## src/rtl/equation_arbiter.sv

```systemverilog
`default_nettype none
// ============================================================================
// Module   : equation_arbiter
// Purpose  : Shares one z = x*x + 2*x + y unit among NREQ requesters. It grants
//            at most one request per cycle and returns the tagged result through
//            a single registered valid/ready output stage.
// Options  : EQUATION_ARB_RR_EN selects round-robin arbitration. When it is
//            undefined, fixed priority is used and the lowest index wins.
// Revision : 1.0 - initial release
// ============================================================================
module equation_arbiter #(
  parameter int NREQ = 4,
  parameter int IDW  = 2
) (
  input  logic              clk,
  input  logic              rst_n,
  input  logic [NREQ-1:0]   req_valid,
  input  logic [2*NREQ-1:0] req_x,
  input  logic [4*NREQ-1:0] req_y,
  output logic [NREQ-1:0]   req_ready,
  output logic              rsp_valid,
  output logic [4:0]        rsp_z,
  output logic [IDW-1:0]    rsp_id,
  input  logic              rsp_ready,
  output logic              busy
);

  typedef enum logic [0:0] {
    ST_EMPTY = 1'b0,
    ST_FULL  = 1'b1
  } state_t;

  localparam logic [NREQ-1:0] ONE_HOT0 = {{(NREQ-1){1'b0}}, 1'b1};

  state_t         state_q;
  logic           rsp_valid_q;
  logic [4:0]     z_q;
  logic [IDW-1:0] id_q;

  logic           can_accept;
  logic           gnt_any;
  logic [IDW-1:0] gnt_idx;
  logic [1:0]     x_sel;
  logic [3:0]     y_sel;
  logic [4:0]     z_d;

`ifdef EQUATION_ARB_RR_EN
  logic [IDW-1:0] ptr_q;
  logic [IDW-1:0] ptr_d;
  logic           hi_any;
  logic [IDW-1:0] hi_idx;
  logic [IDW-1:0] lo_idx;

  // Round-robin pick: the lowest valid index at or above the pointer wins.
  // If there is none, the search wraps to the lowest valid index overall.
  always_comb begin
    hi_any  = 1'b0;
    hi_idx  = '0;
    lo_idx  = '0;
    gnt_any = |req_valid;
    for (int i = NREQ - 1; i >= 0; i--) begin
      if (req_valid[i]) begin
        lo_idx = IDW'(i);
        if (i >= int'(ptr_q)) begin
          hi_any = 1'b1;
          hi_idx = IDW'(i);
        end
      end
    end
    gnt_idx = hi_any ? hi_idx : lo_idx;
    ptr_d   = (int'(gnt_idx) == NREQ - 1) ? '0 : gnt_idx + IDW'(1);
  end
`else
  // Fixed priority: the lowest-numbered valid requester wins.
  always_comb begin
    gnt_any = |req_valid;
    gnt_idx = '0;
    for (int i = NREQ - 1; i >= 0; i--) begin
      if (req_valid[i]) begin
        gnt_idx = IDW'(i);
      end
    end
  end
`endif

  // Route the winner's operands into the shared datapath and evaluate it.
  // The largest possible value is 9 + 6 + 15 = 30, so 5 bits are exact.
  always_comb begin
    x_sel = '0;
    y_sel = '0;
    for (int i = 0; i < NREQ; i++) begin
      if (int'(gnt_idx) == i) begin
        x_sel = req_x[2*i +: 2];
        y_sel = req_y[4*i +: 4];
      end
    end
    z_d = ({3'b000, x_sel} * {3'b000, x_sel}) + {2'b00, x_sel, 1'b0} + {1'b0, y_sel};
  end

  // Grant only when the output slot is free or is draining this cycle.
  // Grant is also blocked while reset is held.
  always_comb begin
    can_accept = rst_n & ((state_q == ST_EMPTY) | (rsp_valid_q & rsp_ready));
    req_ready  = (can_accept & gnt_any) ? (ONE_HOT0 << gnt_idx) : '0;
  end

  // Output-stage FSM: a new grant loads the result, including back-to-back
  // loads while draining. A drain with no new grant empties the stage.
  always_ff @(posedge clk) begin
    if (!rst_n) begin
      state_q     <= ST_EMPTY;
      rsp_valid_q <= 1'b0;
      z_q         <= '0;
      id_q        <= '0;
`ifdef EQUATION_ARB_RR_EN
      ptr_q       <= '0;
`endif
    end else if (|req_ready) begin
      state_q     <= ST_FULL;
      rsp_valid_q <= 1'b1;
      z_q         <= z_d;
      id_q        <= gnt_idx;
`ifdef EQUATION_ARB_RR_EN
      ptr_q       <= ptr_d;
`endif
    end else if (rsp_ready) begin
      state_q     <= ST_EMPTY;
      rsp_valid_q <= 1'b0;
    end
  end

  assign rsp_valid = rsp_valid_q;
  assign rsp_z     = z_q;
  assign rsp_id    = id_q;
  assign busy      = rsp_valid_q | (|req_valid);

endmodule
`default_nettype wire

```

## config.mk

```make
export PLATFORM = sky130hd
export DESIGN_NAME = equation_arbiter
export DESIGN_NICKNAME = d
export VERILOG_FILES = /design/src/rtl/equation_arbiter.sv
export SDC_FILE = /design/constraint.sdc
export NUM_CORES = 1
export LEC_CHECK = 0
export CORE_MARGIN = 4
export CORE_UTILIZATION = 39
export DETAILED_ROUTE_END_ITERATION = 7
export GPL_TIMING_DRIVEN = 0
export PLACE_DENSITY = 0.94
export SETUP_SLACK_MARGIN = 0.3
export SLEW_MARGIN = 20
export SYNTH_ARGS = -nofsm -noshare
export SYNTH_HDL_FRONTEND = slang
export SYNTH_SLANG_ARGS = --single-unit
```

## constraint.sdc

```tcl
create_clock -name clk -period 5.25 [get_ports clk]
set_clock_uncertainty 0.2 [all_clocks]
set_input_delay 0.7875 -clock clk [delete_from_list [all_inputs] [get_ports clk]]
set_output_delay 0.7875 -clock clk [all_outputs]
set_load 0.01 [all_outputs]
```

== Word level (Yosys, flattened, before mapping) ==
Index checks and enable logic that the tools add are counted.

* Multiply operators: 1
* Mux-type cells: 15
* Bitwise gates (word level): 6
* Shifts and indexed selects: 1
* Reductions and logical operators: 4
* Eq/ne operators: 3
* $add $sub $neg: 2
* $lt $le $gt $ge: 0
* Div/mod/pow operators: 0

{| class="wikitable"
|+ Operators by type and width
! operator !! number
|-
| 2-to-1 mux 4 bit || 5
|-
| 2-to-1 mux 2 bit || 8
|-
| OR reduction 4 bit || 2
|-
| adder 4 x 3 -> 5 bit || 1
|-
| adder 5 x 4 -> 5 bit || 1
|-
| == test 2 bit, second input constant || 2
|-
| multiplier 2 x 2 -> 4 bit || 1
|-
| left shift 1 x 2 -> 4 bit, first input constant || 1
|-
| bitwise AND 1 bit || 3
|-
| == test 2 x 1 -> 1 bit, second input constant || 1
|-
| zero test 2 bit || 1
|-
| 2-to-1 mux 1 bit || 2
|-
| OR 1 bit || 2
|-
| nonzero test 2 bit || 1
|-
| inverter 1 bit || 1
|}

* Logic and storage cells: 35
* Memories kept: 0
* Bits of input ports: 31
* Output and inout port bits: 13
* Latch bits: 0
* Register bits: 8
* Bits in writable memories: 0
* Bits in read-only memories: 0

== Longest topological paths before layout ==
* Depth in word-level cells: 12
* Mapped depth: 13
* Depth with buffers taken out: 12

== Worst setup path after synthesis ==
OpenSTA, ideal clock, no wires.

* Kind: input to register
* From: input port req_valid[1]
* To: register z_q[4], in the netlist rsp_z[4]
* Stages: 12
* Buffers on the path: 1
* Data required time: 4.931 ns
* Path slack: 2.047 ns
* Arrival time: 2.884 ns
* Library setup time: 0.119 ns
* Path through: buf_4 -> nor3_1 -> nand2_1 -> a2bb2oi_2 -> ha_1 -> ha_1 -> or2_2 -> ha_1 -> fa_1 -> xor2_1 -> nand2_1 -> o21ai_1

* Word-level cells in the longest chain between the ends: 10
* Elaborated cells on any way between the ends: 22
* Those cells by class: 2 x add/sub; 1 x mul; 3 x eq/ne; 1 x shift; 11 x mux; 1 x bitwise; 3 x reduce/logical

{| class="wikitable"
|+ RTL lines
! item !! line !! text
|-
| start: declaration || 17 || <nowiki>input logic [NREQ-1:0] req_valid,</nowiki>
|-
| 2-to-1 mux 2 bit (2 in series) || 79 || <nowiki>if (req_valid[i]) begin</nowiki>
|-
| zero test 2 bit || 92 || <nowiki>if (int'(gnt_idx) == i) begin</nowiki>
|-
| 2-to-1 mux 2 bit (4 in series) || 92 ||
|-
| multiplier 2 x 2 -> 4 bit || 97 || <nowiki>z_d = ({3'b000, x_sel} * {3'b000, x_sel}) + {2'b00, x_sel, 1'b0} + {1'b0, y_sel};</nowiki>
|-
| adder 4 x 3 -> 5 bit || 97 ||
|-
| adder 5 x 4 -> 5 bit || 97 ||
|-
| end signal: assignment || 121 || <nowiki>z_q <= z_d;</nowiki>
|-
| end: declaration || 37 || <nowiki>logic [4:0] z_q;</nowiki>
|}

Several ways; a longest one is shown, not always the timed one.
A chain may end at the register's enable or synchronous reset.

== Final worst setup path ==
* From: input port req_valid[1]
* To: output port req_ready[3]

* Word-level cells in the longest chain between the ends: 4
* Elaborated cells on any way between the ends: 6
* Those cells by class: 1 x shift; 3 x mux; 1 x bitwise; 1 x reduce/logical

{| class="wikitable"
|+ RTL lines
! item !! line !! text
|-
| 2-to-1 mux 2 bit (2 in series) || 79 ||
|-
| left shift 1 x 2 -> 4 bit || 104 || <nowiki>req_ready = (can_accept & gnt_any) ? (ONE_HOT0 << gnt_idx) : '0;</nowiki>
|-
| 2-to-1 mux 4 bit * || 104 ||
|-
| end: declaration || 20 || <nowiki>output logic [NREQ-1:0] req_ready,</nowiki>
|}

Mark *: on every way between the ends. The rest lies on a longest branch, timed or not.

==> summary.md <==
| Metric | Value |
|---|---|
| Multiplexer share of the synthesized area | `1.38%` |
| Seq/Total Area, Yosys | `22.1%` |
| P_leak | `a little under 0.5 nW` |
| Vias in the first global route | `841` |
| PortBufs | `41` |
| Syn avg cell area | `between 7 and 8 sq um` |
| Placer congestion estimate | `around 0.78` |
| Layout cells sized above 1 | `9.66%` |
| CP Buf/Inv Count | `3` |
| CP Launch Type | `input pin` |
| Register Area | `around 160 sq um` |
| Post-synth EDFFs | `0` |
| Tcrit/Tclk final | `70.8%` |
| Area Growth Syn to Fin | `64.0%` |
| Clock sink count | `8` |
| Resize count post-CTS | `0` |
| Post-CTS Hold Buffers | `0` |
| Total core area | `1750 sq um` |
| CP delay by family, top | `buffers and inverters` |
| Grt ovf | `0` |
| DRT iter0 DRCs | `19` |
| Flops & latches, synth | `8` |
| Async set-reset flop share out of synthesis | `0%` |
| Yosys Warn Count | `0` |
| Worst Setup Slack, final | `1.53 ns` |
| Cell Pwr Density | `192 nW/um^2` |
| Clk buf depth | `2` |
| Total GRT Usage | `about 18%` |
| Root Driver | `clkbuf_4` |
| Adder-cell share of the synthesized area | `13.1%` |
| Final hold vios | `0` |
| Ant. Diodes | `0` |
| Via count | `around 850` |
| Hold Crit Class | `flip-flop to flip-flop` |
| Residual DRC | `0` |
| Hold path cells | `2` |
| Initial Utilization | `about two fifths` |
| Post-Route WL | `2270 microns` |
| Largest net degree at the start of global routing | `11` |
| Final ANT Viol Nets | `0` |
| Max IR drop VDD | `roughly 0.14 mV` |
| Synth Area in XOR/XNOR | `1.21%` |
| Drt pass-1 iters | `4` |
| DPL Wire Length | `approximately 1800 microns` |
| Setup bufs post-CTS | `0` |
| Global-route wire length before repair | `3620 microns` |
| Fraction of the mapped netlist area in simple logic gates | `29.1%` |
| R2R cell count | `5` |
| Slowest CP cell | `clkdlybuf4s50_1` |
| Worst Setup End Kind | `output pin` |
| Period minus WS final | `~3.7 ns` |
| Critical path type | `input pin to output pin` |
| # IOs | `44` |
| CTS H-Tree Depth | `1` |
| Max Freq | `between 0.2 and 0.3 GHz` |
| Main synth FF type | `dfxtp_1` |
| Fin cells | `170` |
| Largest family of logic cells by synthesized area | `simple AND/OR/NAND/NOR gates` |
| Cell Rows | `15` |
| Total CTS buffers | `3` |
| Die footprint | `about 2600 sq um` |
| Netlist cell types | `28` |
| CP Max Fanout | `10` |
| Net Count, Synth | `between 100 and 150` |
| Clock-pin slew on the worst setup and hold paths | `0.06 ns` |
| Max incr delay on CP | `0.59 ns` |
| Dpl ws | `around 1.4 ns` |
| Outcome | `finished clean` |
| Crit-path cells | `clkdlybuf4s50_1, buf_4, nor3_1, nand2_1, nor3_1, clkdlybuf4s50_1` |
| Setup TNS | `0 ns` |
| Worst hold margin | `0.256 ns` |
| Cell area after synthesis | `slightly above 700 sq um` |
| Post-Syn Instances | `101` |
| Setup violators final | `0` |
| Die width | `51.1 microns` |
| Die Y | `slightly above 50 microns` |
| Placed cells | `167` |
| Drt via density | `5.02` |
| Source-to-sink clock delay at the later pin of the worst-skew pair | `0.26 ns` |
| Max-slew violations | `0` |
| CP Data Required Time | `around 4.3 ns` |
| Critical path depth | `6` |
| Synth Area in Compound Gates | `25.2%` |
| Worst slew margin | `70.8%` |
| Antenna violations before repair | `0` |
| Fillers | `roughly 160` |
| Per-cell routed wire length | `13.3 microns` |
| Fin nets | `around 190` |
| Area of the multi-input gates | `between 500 and 600 sq um` |
| Worst Path Arrival | `2.73 ns` |
| Max capacitance violation total | `0` |
| Actual slew at the worst max-slew pin | `about 0.43 ns` |
| CTS tree | `done` |
| RSZ-0062 raised after global routing | `false` |
cell usage after synthesis, types with 2 or more instances:
cell       number  area share [%]
dfxtp_1         8              22
o21ai_0         3             2.1
nand2_1        20              10
nor3_1          4             2.8
buf_2           4             2.8
a311o_1         2             2.8
a21oi_1         8             5.5
o22ai_1         3             2.6
inv_1           4             2.1
nand2b_1        4             3.4
a2bb2oi_2       2             4.1
o21ai_1         7             4.8
nor2_1          9             4.7
ha_1            6              10
nor2b_1         3             2.6
o21a_1          2             2.1
through the flow:
stage	utilization (%)	power [mW]	cell area [sq um]
global route	68.2	0.242	1190
finish	68.2	0.229	1190
global placement	66.9	0.175	1170
CTS	68.2	0.229	1190
detailed placement	66.9	0.180	1170
floorplan	-	0.126	726
worst register-to-register path: stages (launching register included):
cell and delay, ns:
dfxtp_1 0.32, nand2b_1 0.12, nor3b_1 0.30, buf_2 0.26, nand2_1 0.07, o21ai_1 0.07
power breakdown:
part / switching (mW) / internal (mW) / leakage (nW)
clock: 0.0239 / 0.0264 / 0.0138
combinational: 0.0440 / 0.0598 / 0.410
sequential: 0.00459 / 0.0700 / 0.0665
layout make-up:
| class | instances | share of cell area, % |
|---|---|---|
| Timing Repair Buffer | 41 | 34.5 |
| Buffer | 6 | 3.26 |
| Sequential cell | 8 | 13.5 |
| Multi-Input combinational cell | 82 | 42.7 |
| Tap cell | 25 | 2.63 |
| Clock buffer | 3 | 1.89 |
| Inverter | 5 | 1.58 |
final timing paths:
kind,from,endpoint,slack [ns]
setup / recovery,req_valid[1],req_ready[3],1.53
hold / removal,rsp_z[2],rsp_z[2],0.26
setup reg to reg,rsp_valid,rsp_z[1],3.84
hold reg to reg,rsp_z[2],rsp_z[2],0.26
cell families after synthesis:
family,Yosys count
DFF,8
and+or+nand+nor,45
adders and majority gates,7
xor gates and xnor gates,1
AOI/OAI and AO/OA,28
muxes,1
buffers and inverters,11
layer usage:
layer	GRT usage [%]	part of all wire, %	vias up
met4	6.73	1.4	0
met3	6.12	10	5
met2	28.8	47	38
met1	22.6	41	374
met5	0	0	-
li1	-	-	436
sequential cells by signal, summed over array words and instances, names as in the netlist:
| name | cells |
|---|---|
| rsp_z | 5 |
| rsp_id | 2 |
| rsp_valid | 1 |
layout by cell type (no fill, tap or decap), types with 3 or more instances in the layout:
master and instances:
clkdlybuf4s50_1 41, nand2_1 20, nor2_1 9, a21oi_1 8, dfxtp_1 8, o21ai_1 7
ha_1 6, buf_2 4, inv_1 4, nor3_1 4, nand2b_1 4, o22ai_1 3
o21ai_0 3, nor2b_1 3, clkbuf_4 3
(Power assumes the default switching activity.)
==> variant 1: new RTL, same settings <==
Add a define of `EQUATION_ARB_RR_EN`.
--- a/src/rtl/equation_arbiter.sv
+++ b/src/rtl/equation_arbiter.sv
@@ -10,2 +10,4 @@
 // ============================================================================
+`define EQUATION_ARB_RR_EN
+
 module equation_arbiter #(
Formal check against the unedited RTL: not equivalent (a bounded check fails within 4 cycles, from zero or initial values and one cycle with rst_n low).
==> variant 1 against the original RTL <==
  * Synthesized area increased by 26%
  * Wire length increased by 14%
  * First-iteration DRC count increased by 42%
  * Setup slack got worse by 1.0 ns
  * Design area increased by 19%
  * Combinational power increased to 5.0 times the old value
  * Power increased to 3.1 times the old value
  * Synthesized cell count increased by 0.99%
  * Register-to-register slack got worse by 2.8 ns
  * Die area increased by 22%
  * Sequential cell count increased by 2
  * Count of clock-buffer cells in the layout increased by 1
  * Core utilization decreased by 4.7 points
  * Highest routed layer unchanged
==> variant 1: results (changes against the original RTL) <==
Cells after DPL=173 (+3.6%); crit path launch=req_valid[0]; post-synthesis compound-gate area fraction=0.202 (-0.0495); Via Count=942 (+10%); Post-synth top flop=dfxtp_1; post-synth cell types=33 (+18%); Post-Synth Adder-Cell Area=0.158 (+0.0274); sw frac=0.425 (+0.108); FF-to-FF setup slack=1.03 ns (-2.81 ns); final-stage net count=192 (+3.8%); Synth Area in XOR/XNOR=0.00956 (-0.00251); DP HPWL=2.15 mm (+20%); Clock Latency Late Sink=0.26 ns (about the same); synth cell count leaders=nor2b_1, dfxtp_1, ha_1; worst r2r path cells=18 (+13); synth top area cells=dfxtp_1, ha_1, nor2b_1, mux2i_1, a221oi_1; first-pass GRT wire length=4.21 mm (+16%); Slew @ Worst Pin=0.524 ns (+0.0893 ns); VDD IR max=0.000368 V (+170%); Initial DRC Count=27 (+8); HP Start=rsp_id[0]; WP data arrival=4.71 ns (+1.98 ns); WHS Endpoint=rsp_id[0]; mux contribution to synthesized area=0.0656 (+0.0518); GPL Wtd Cong=0.750 (-3.7%); dpl ws=0.265 ns (-1.10 ns); port bufs=43 (+4.9%); vias in the first global route=1013 (+20%); drt wl/cell=14.6 microns (+9.5%); Clock Path Buffers=2 (unchanged); Post-DP Area=1380 sq um (+18%); LEAKAGE=0.598 nW (+22%); hold_ws=0.282 ns (+0.0256 ns); Total GRT Usage=0.164 (-0.0179); sequential fraction of the synthesis area=0.219 (-0.00211); worst r2r src=ptr_q[1]; Post-Syn Nets=144 (+3.6%); layout cells sized above 1=0.101 (+0.00412); diode count=0 (unchanged); FF-to-FF End=rsp_z[4]; Mapped Avg Cell Area=8.98 sq um (+25%); Non-Filler Instances=177 (+4.1%); status=completed
[variant 1: kinds of logic (layout without fill, tap and decap cells)]
family | after synthesis | after routing
buffers and inverters | 9 | 56
multiplexers | 6 | 6
XOR/XNOR | 1 | 1
adder cells (fa/ha/maj) | 11 | 11
AO/OA/AOI/OAI | 25 | 25
flip-flops | 10 | 10
AND/OR/NAND/NOR | 40 | 40
[variant 1: how the worst max path moves through the flow]
stage,endpoint,slack [ns],cells past startpoint
after global placement,rsp_z[4],0.42,17
after global routing,rsp_z[4],0.30,18
after detailed placement,rsp_z[4],0.27,18
after CTS,rsp_z[4],0.53,18
final,rsp_z[4],0.49,18
after floorplan,rsp_z[4],1.24,17
[variant 1: critical path: stages]
cell             delay (ns)
clkdlybuf4s50_1        0.52
mux2i_1                0.17
nor2_1                 0.06
nor3_1                 0.40
inv_1                  0.17
ha_1                   0.31
buf_2                  0.20
nor2b_1                0.15
nor3_1                 0.25
a21oi_1                0.08
ha_1                   0.20
ha_1                   0.18
or2_2                  0.27
ha_1                   0.19
fa_1                   0.38
xnor2_1                0.17
nand2_1                0.08
o211a_1                0.12
[variant 1: layout make-up]
type | instances | area (sq um)
tap | 28 | 35.0
clock buffer | 4 | 36.3
inverter | 3 | 11.3
timing repair buffer | 43 | 430
multi-input combinational | 83 | 671
sequential | 10 | 200
fill | 184 | 816
buffer | 6 | 33.8
[variant 1: power by group through the flow]
stage | Combinational (mW) | Clock, mW | Sequential (mW)
after global routing | 0.582 | 0.0727 | 0.122
after detailed placement | 0.518 | 0 | 0.121
after global placement | 0.491 | 0 | 0.120
after floorplan | 0.350 | 0 | 0.128
after CTS | 0.523 | 0.0689 | 0.120
final | 0.520 | 0.0665 | 0.120
[variant 1: routing by layer]
metal / up-vias / part of all wire / routed length, microns / GRT usage
met3: 6 / 0.039 / 101 / 0.0322
met5: - / 0 / 0 / 0
met2: 29 / 0.52 / 1360 / 0.304
li1: 466 / - / - / -
met4: 0 / 0.016 / 42 / 0.0746
met1: 441 / 0.42 / 1080 / 0.175
==> variant 2: new RTL, same settings <==
Without the edit above. Reset style: asynchronous (`rst_n`), changed in one clocked block.
--- a/src/rtl/equation_arbiter.sv
+++ b/src/rtl/equation_arbiter.sv
@@ -108,3 +108,3 @@
   // loads while draining. A drain with no new grant empties the stage.
-  always_ff @(posedge clk) begin
+  always_ff @(posedge clk or negedge rst_n) begin
     if (!rst_n) begin
Formal check against the unedited RTL: differs if rst_n is asserted again (counterexample within 4 cycles, from zero or initial values and one cycle with rst_n low); with rst_n held inactive, the same outputs for 10 cycles.
==> variant 2 against the original RTL <==
  * Power is 18% higher
  * Sequential cell count stayed put
  * Wire length is 2.7% higher
  * Non-clock buffer count is 2 higher
  * Design area is 7.6% higher
  * Setup slack worse by 0.25 ns
  * Synthesized area is 11% higher
  * Critical endpoint is now rsp_z[4]
==> variant 2: results (changes against the original RTL) <==
Post-Synth Adder-Cell Area=0.118 (-0.0127); setup repair bufs after CTS=0 (unchanged); diode count=0 (unchanged); WP data arrival=3.89 ns (+1.16 ns); Resize count post-CTS=0 (unchanged); VDD IR max=0.000184 V (+35%); final-stage net count=175 (-5.4%); drt total wl=2.33 mm (+2.7%); CP max stage cell=clkdlybuf4s50_1; post-synth cell types=36 (+29%); cell family with most CP delay=simple AND/OR/NAND/NOR gates; number of flip-flops under the largest register name=5 (unchanged); Clock Latency Late Sink=0.24 ns (-0.02 ns); LEAKAGE=0.556 nW (+13%); largest net degree at the start of global routing=12 (+1); Post-Syn Nets=128 (-7.9%); Hold-fix buffers, CTS=0 (unchanged); Post-synth top flop=dfrtp_1; first-pass GRT wire length=3.67 mm (+1.5%); Slew @ Worst Pin=0.411 ns (-0.0236 ns); warnings from Yosys=0 (unchanged); vias in the first global route=831 (-1.2%); mux contribution to synthesized area=0.0701 (+0.0563); status=completed; max incr delay on CP=0.62 ns (+0.03 ns); Root Driver=clkbuf_4; CTS clk-pin slew, worst paths=0.05 ns; H-tree depth=1 (unchanged); DRT Pass-1 Iters=4 (unchanged); Via density=5.02 (+0.14%); DP HPWL=1.92 mm (+7.6%); Synth Area in XOR/XNOR=0.0109 (-0.00117); Post-DP Area=1260 sq um (+7.7%); Initial DRC Count=10 (-9); synth top area cells=dfrtp_1, ha_1, mux2_1, nand2b_1, a211oi_1; port bufs=42 (+2.4%); layout cells sized above 1=0.104 (+0.00715); Clock Path Buffers=2 (unchanged); initial antenna violation count=0 (unchanged); crit path launch type=input pin; final-report hold violation count=0 (unchanged); Total GRT Usage=0.176 (-0.00590); post-synthesis compound-gate area fraction=0.237 (-0.0150); Async S/R FF share, synth=1.00 (+1.00); sequential fraction of the synthesis area=0.249 (+0.0285); Fill cells=167 (+1.8%); GPL Wtd Cong=0.768 (-1.4%); Max FO, Critical Path=9 (-1); Internal Power=0.188 mW (+20%); Num CTS Buffers=3 (unchanged); synth cell count leaders=dfrtp_1, nand2_1, ha_1; hold crit path type=reg -> reg
variant 2: cell count changes after synthesis, moves of 4 or more:
cell / before / now
a211oi_1: 0 / 4
mux2_1: 0 / 5
o21ai_1: 7 / 2
nand2_1: 20 / 7
dfxtp_1: 8 / 0
dfrtp_1: 0 / 8
nor2_1: 9 / 5
variant 2: power by group through the flow:
stage,registers (mW),logic (mW),clock network (mW)
2_1_floorplan,0.0984,0.0514,0
3_3_place_gp,0.0897,0.133,0
3_5_place_dp,0.0904,0.137,0
4_1_cts,0.0896,0.139,0.0458
5_1_grt,0.0920,0.150,0.0485
6_report,0.0891,0.137,0.0432
variant 2: logic make-up after synthesis:
| logic type | count (synthesis) |
|---|---|
| AND/OR/NAND/NOR | 31 |
| AO/OA/AOI/OAI | 26 |
| buffers and inverters | 12 |
| flip-flops | 8 |
| adder cells (fa/ha/maj) | 7 |
| multiplexers | 5 |
| XOR/XNOR | 1 |
variant 2: routing by layer:
layer | GRT usage | wire length (microns)
met5 | 0 | 0
met4 | 0.0681 | 12
met3 | 0.0423 | 267
met2 | 0.300 | 1070
met1 | 0.208 | 976
variant 2: final timing paths:
check,startpoint,to,slack (ns),depth (start not counted)
setup / recovery,req_valid[3],rsp_z[4],1.28,11
hold / removal,rsp_z[0],rsp_z[0],0.29,1
setup reg to reg,rsp_valid,rsp_z[1],3.60,6
hold reg to reg,rsp_z[0],rsp_z[0],0.29,1
max in group asynchronous,rst_n,rsp_z[1],3.94,1
min in group asynchronous,rst_n,rsp_z[4],0.63,1
variant 2: metrics by stage:
step                 util  cells  setup slack [ns]  total power [mW]
floorplan               -     90              1.64             0.150
finish              0.652    162              1.28             0.269
detailed placement  0.641    159              1.01             0.228
CTS                 0.652    162              1.28             0.274
global placement    0.641    159              1.08             0.223
global route        0.652    162              1.17             0.290
variant 2: final cells by class:
type	count	share of cell area
clock buffer	3	0.0176
buffer	7	0.0381
sequential	8	0.156
timing repair buffer	42	0.328
tap	27	0.0264
multi-input combinational	70	0.418
inverter	5	0.0147
variant 2: worst reg2reg max path, stage by stage (launching register included):
cell and delay, ns:
dfrtp_1 0.39, nand2b_1 0.12, and2_1 0.13, buf_2 0.16
nand2b_1 0.07, buf_4 0.15, mux2_1 0.31
